File: src/rtl/afifo_arb_pkg.sv
// Shared types and helpers for the async-FIFO write-side arbiter.
package afifo_arb_pkg;

    typedef enum logic {
        IDLE = 1'b0,
        PKT  = 1'b1
    } state_t;

    localparam int MAX_REQ = 16;

    // Tag offsets above the payload: ID starts right after the data, LAST/ERR sit above the ID
    localparam int ID_LSB   = 0;
    localparam int LAST_BIT = 0;
    localparam int ERR_BIT  = 1;

    typedef struct packed {
        logic       found;
        logic [3:0] idx;
    } pick_t;

    // First set bit of req searched from ptr+1 upwards, wrapping at n; ptr itself is checked last.
    function automatic pick_t rr_pick(input logic [MAX_REQ-1:0] req,
                                      input logic [3:0]         ptr,
                                      input int                 n);
        pick_t p;
        int    j;
        p = '0;
        for (int k = n; k >= 1; k--) begin
            j = (int'(ptr) + k) % n;
            if (req[j]) begin
                p.found = 1'b1;
                p.idx   = 4'(j);
            end
        end
        return p;
    endfunction

endpackage

File: src/rtl/afifo_rr_arb.sv
// Round-robin picker with the registered pointer of the last granted requester.
module afifo_rr_arb
    import afifo_arb_pkg::*;
#(
    parameter int NREQ = 4,
    parameter int IDW  = $clog2(NREQ)
) (
    input  logic            wr_clk,
    input  logic            wr_rst_n,
    input  logic [NREQ-1:0] req_i,
    input  logic            load_i,
    output logic [IDW-1:0]  pick_idx_o,
    output logic            pick_vld_o,
    output logic [IDW-1:0]  rr_ptr_o
);

    logic [IDW-1:0] rr_ptr_q;
    logic [IDW-1:0] rr_ptr_d;
    pick_t          pick;

    assign pick       = rr_pick(MAX_REQ'(req_i), 4'(rr_ptr_q), NREQ);
    assign pick_idx_o = IDW'(pick.idx);
    assign pick_vld_o = pick.found;
    assign rr_ptr_d   = load_i ? pick_idx_o : rr_ptr_q;
    assign rr_ptr_o   = rr_ptr_q;

    // Reset to the last index so requester 0 is searched first
    always_ff @(posedge wr_clk or negedge wr_rst_n) begin
        if (!wr_rst_n) begin
            rr_ptr_q <= IDW'(NREQ - 1);
        end else begin
            rr_ptr_q <= rr_ptr_d;
        end
    end

endmodule

File: src/rtl/afifo_wr_arb.sv
// Packet-granular round-robin arbiter driving one async FIFO write port.
// Define AFIFO_ARB_WATCHDOG_EN to build in the stalled-packet watchdog abort.
module afifo_wr_arb
    import afifo_arb_pkg::*;
#(
    parameter int NREQ   = 4,
    parameter int BITWID = 8,
    parameter int IDW    = $clog2(NREQ),
    parameter int OWID   = BITWID + IDW + 2
) (
    input  logic                   wr_clk,
    input  logic                   wr_rst_n,
    input  logic [NREQ-1:0]        s_valid,
    input  logic [NREQ-1:0]        s_last,
    input  logic [NREQ*BITWID-1:0] s_data,
    output logic [NREQ-1:0]        s_ready,
    input  logic                   fifo_full,
    input  logic                   fifo_almost_full,
    input  logic [15:0]            cfg_timeout,
    output logic                   wr,
    output logic [OWID-1:0]        wr_dat,
    output logic [NREQ-1:0]        grant,
    output logic                   busy,
    output logic                   timeout_evt
);

    state_t            state_q;
    logic [NREQ-1:0]   grant_q;
    logic              wr_q;
    logic [OWID-1:0]   wr_dat_q;
    logic [IDW-1:0]    own_id;
    logic [IDW-1:0]    pick_idx;
    logic              pick_vld;
    logic              admit;
    logic              own_valid;
    logic              own_last;
    logic [BITWID-1:0] own_data;
    logic              beat;

    function automatic logic [OWID-1:0] pack_word(input logic              err,
                                                  input logic              last,
                                                  input logic [IDW-1:0]    id,
                                                  input logic [BITWID-1:0] data);
        logic [OWID-1:0] w;
        w                              = '0;
        w[BITWID-1:0]                  = data;
        w[BITWID+ID_LSB +: IDW]        = id;
        w[BITWID+IDW+LAST_BIT]         = last;
        w[BITWID+IDW+ERR_BIT]          = err;
        return w;
    endfunction

    // The arbiter's pointer doubles as the owner index while a packet is open
    afifo_rr_arb #(
        .NREQ (NREQ),
        .IDW  (IDW)
    ) u_rr (
        .wr_clk     (wr_clk),
        .wr_rst_n   (wr_rst_n),
        .req_i      (s_valid),
        .load_i     (admit),
        .pick_idx_o (pick_idx),
        .pick_vld_o (pick_vld),
        .rr_ptr_o   (own_id)
    );

    assign admit     = (state_q == IDLE) && pick_vld && !fifo_almost_full;
    assign own_valid = s_valid[own_id];
    assign own_last  = s_last[own_id];
    assign own_data  = s_data[int'(own_id)*BITWID +: BITWID];
    assign beat      = (state_q == PKT) && own_valid && !fifo_full;

    assign s_ready = grant_q & {NREQ{~fifo_full}};
    assign wr      = wr_q;
    assign wr_dat  = wr_dat_q;
    assign grant   = grant_q;
    assign busy    = (state_q == PKT);

`ifdef AFIFO_ARB_WATCHDOG_EN
    logic [15:0] wd_cnt_q;
    logic        evt_q;
    logic        wd_expired;

    assign wd_expired  = (cfg_timeout != 16'd0) && (wd_cnt_q == cfg_timeout);
    assign timeout_evt = evt_q;
`else
    logic unused_cfg;

    assign unused_cfg  = ^cfg_timeout;
    assign timeout_evt = 1'b0;
`endif

    always_ff @(posedge wr_clk or negedge wr_rst_n) begin
        if (!wr_rst_n) begin
            state_q  <= IDLE;
            grant_q  <= '0;
            wr_q     <= 1'b0;
            wr_dat_q <= '0;
`ifdef AFIFO_ARB_WATCHDOG_EN
            wd_cnt_q <= '0;
            evt_q    <= 1'b0;
`endif
        end else begin
            wr_q <= 1'b0;
`ifdef AFIFO_ARB_WATCHDOG_EN
            evt_q <= 1'b0;
`endif
            case (state_q)
                IDLE: begin
                    if (admit) begin
                        state_q <= PKT;
                        grant_q <= NREQ'(1) << pick_idx;
`ifdef AFIFO_ARB_WATCHDOG_EN
                        wd_cnt_q <= '0;
`endif
                    end
                end
                PKT: begin
                    if (beat) begin
                        wr_q     <= 1'b1;
                        wr_dat_q <= pack_word(1'b0, own_last, own_id, own_data);
`ifdef AFIFO_ARB_WATCHDOG_EN
                        wd_cnt_q <= '0;
`endif
                        if (own_last) begin
                            state_q <= IDLE;
                            grant_q <= '0;
                        end
                    end
`ifdef AFIFO_ARB_WATCHDOG_EN
                    // A pending abort holds its count until the FIFO can take the terminator
                    else if (wd_expired) begin
                        if (!fifo_full) begin
                            wr_q     <= 1'b1;
                            wr_dat_q <= pack_word(1'b1, 1'b1, own_id, '0);
                            evt_q    <= 1'b1;
                            state_q  <= IDLE;
                            grant_q  <= '0;
                        end
                    end else if (!own_valid) begin
                        wd_cnt_q <= wd_cnt_q + 16'd1;
                    end
`endif
                end
                default: state_q <= IDLE;
            endcase
        end
    end

endmodule

File: config.mk
export PLATFORM = sky130hd
export DESIGN_NAME = afifo_wr_arb
export DESIGN_NICKNAME = d
export VERILOG_FILES = /design/src/rtl/afifo_arb_pkg.sv /design/src/rtl/afifo_rr_arb.sv /design/src/rtl/afifo_wr_arb.sv
export SDC_FILE = /design/constraint.sdc
export NUM_CORES = 1
export LEC_CHECK = 0
export BUFFER_PORTS_ARGS = -buffer_cell sky130_fd_sc_hd__buf_4
export CAP_MARGIN = 20
export CORE_UTILIZATION = 43
export DETAILED_ROUTE_END_ITERATION = 10
export PLACE_DENSITY = 0.82
export SYNTH_ARGS = -nofsm -noshare
export SYNTH_HDL_FRONTEND = slang
export SYNTH_SLANG_ARGS = --single-unit
File: constraint.sdc
create_clock -name wr_clk -period 5.7 [get_ports wr_clk]
set_clock_uncertainty 0.1 [all_clocks]
set_input_delay 0.855 -clock wr_clk [delete_from_list [all_inputs] [get_ports wr_clk]]
set_output_delay 0.855 -clock wr_clk [all_outputs]
set_load 0.01 [all_outputs]
==> flow_summary.yaml <==
place:
  place_congestion: 0.759
  hpwl_um: 2150
  portBuffers: 64
  post_dp_cell_area_um2: 1590
  pre_cts_ws_ns: 3.27
timing:
  min_period_over_period_pct: 38.6
  rsz0062_at_grt: "false"
  tightest_slew_ns: 0.753
  setup_tns_ns: 0
  report.final.slew_viol_count: 0
  holdWs_ns: 0.299
  hold_viol_final: 0
  setup_ws_ns: 3.50
  finalSetupViolations: 0
  fmax_ghz: 0.455
  slew_headroom_pct: 49.4
  min_period_ns: 2.20
clocking:
  clk_path_buf_depth: 2
  h-tree-depth: 1
  cts-root-buf: "clkbuf_4"
  clk_pin_slew_ns: 0.12
  cts_inserted_buffers: 3
  clk_latency_ns: 0.30
  postCtsHoldBufs: 0
  clock-sinks: 19
  postCtsSetupRepairBufs: 0
  postCtsResizedCells: 0
  cts_tree: "built"
worst_setup_path:
  critPathCapture: "s_ready[1]"
  reg2reg_depth: 4
  cp_max_fo: 6
  crit_type: "in2out"
  regToRegEndpoint: "grant[0]"
  worstSetupEndpointType: "output port"
  arrival_ns: 1.24
  critical_path.startpoint_type: "input port"
  crit_required_ns: 4.74
  critical_path.startpoint: "fifo_full"
  r2r_slack_ns: 3.56
  reg2reg_from: "u_rr.rr_ptr_o[0]"
yosys:
  ys_seq_area_share_pct: 42.3
  yosys.area_share.simple_pct: 8.97
  synth_xor_area_share_pct: 0
  muxShareOfSynthArea_pct: 28.7
  synth_top_family_by_area: "multiplexers"
  syn_inst: 86
  synth-edff-count: 0
  synthDistinctLibCells: 32
  synthAdderAreaFrac_pct: 0
  syn_area_um2: 1130
  synth_top_flop_cell: "dfrtp_1"
  yosys_warnings: 0
  synth-compound-area-share_pct: 13.2
  avgSynthCellArea_um2: 13.1
  ys_async_sr_fraction_pct: 100
  yosys_register_bits: 19
detailed_routing:
  wirelength_um: 2740
  wl_per_cell_um: 15.4
  dr.pass1.iters: 4
  ant_nets: 0
  drc: 0
  first_iter_violations: 16
  vias: 958
  vias_per_cell: 5.38
layout:
  num_antenna_cells: 0
  fin_area_um2: 1620
  syn2layout_area_growth_pct: 43.4
  final_common_cell: "buf_4"
  fillers: 193
  drive_gt1_share_pct: 61.5
  nets: 209
  layout_common_cells: "buf_4, dfrtp_1, mux4_2, mux2_2"
die:
  pin_count: 83
  num_rows: 18
  die-area_um2: 2840
  start_util_pct: 45.6
  die_h_um: 53.3
  die_w_um: 53.3
  core_um2: 2480
global_routing:
  antenna_found_initial: 0
  grt_pass1_wl_um: 4040
  grt_pass1_vias: 937
  overflow: 0
  grt.total_usage_pct: 20.6
  grt_max_degree: 20
status:
  status: "complete, no violations"
power_and_ir_drop:
  powerDensity_nw_per_um2: 456
  power.leakage_nw: 0.771
  power.total_mw: 0.739
  ir_drop_v: 0.000313
worst_hold_path:
  hp-class: "in2async"
run:
  max_cap_violations: 0
==> power by group <==
part / internal (mW) / switching [mW] / leakage (nW)
combinational: 0.239 / 0.141 / 0.525
sequential: 0.207 / 0.0823 / 0.228
clock: 0.0261 / 0.0432 / 0.0177
total: 0.472 / 0.267 / 0.771
==> registers in the layout, summed over array words and instances (netlist names) <==
name and cells:
wr_dat 11, busy 1, wr 1, grant 4, u_rr.rr_ptr_o 2
==> layer usage <==
layer  vias to the layer above  GRT usage, %  share of wire [%]
li1                        447             -                  -
met1                       462          21.3                 35
met2                        43          39.4                 56
met3                         6          3.16                6.6
met4                         0          10.1                2.0
met5                         -             0                  0
==> layout make-up <==
cell class / instances / area [µm²] / area share (%)
tap: 30 / 37.5 / 2.32
inverter: 4 / 15.0 / 0.927
clock buffer: 3 / 22.5 / 1.39
sequential: 19 / 478 / 29.5
multi-input combinational: 57 / 582 / 35.9
timing repair buffer: 64 / 480 / 29.7
clock inverter: 1 / 5.00 / 0.309
==> Yosys cell counts (all sizes together), types with 3 or more instances <==
| master | number | area share [%] |
|---|---|---|
| mux2 | 9 | 9.0 |
| dfrtp | 17 | 38 |
| mux4 | 9 | 18 |
| nor2 | 3 | 1.0 |
| buf | 7 | 5.2 |
| nor2b | 4 | 2.2 |
| inv | 4 | 1.3 |
| o21ai | 3 | 1.3 |
==> logic make-up (layout without fill, tap and decap cells) <==
kind of cell,count (synthesis),count (layout)
AO/OA/AOI/OAI,18,18
buffers and inverters,11,72
flip-flops,19,19
multiplexers,20,20
other,1,2
AND/OR/NAND/NOR,17,17
==> through the flow <==
step                std cells  utilization, %
floorplan                  87               -
global placement          174            64.3
detailed placement        174            64.3
CTS                       178            65.4
global route              178            65.4
finish                    178            65.4
==> worst max-delay path, cell delays in order <==
cell and delay (ns):
buf_4 0.13, nor2b_1 0.12, buf_4 0.13
==> how the worst min path moves through the flow <==
stage | to | slack [ns]
2_1_floorplan | grant[2] | 0.43
4_1_cts | wr_dat[2] | 0.31
3_5_place_dp | wr_dat[7] | 0.40
3_3_place_gp | wr_dat[5] | 0.39
6_report | wr_dat[2] | 0.30
5_1_grt | wr_dat[8] | 0.30
No activity file was read; power rests on OpenSTA's default activity.
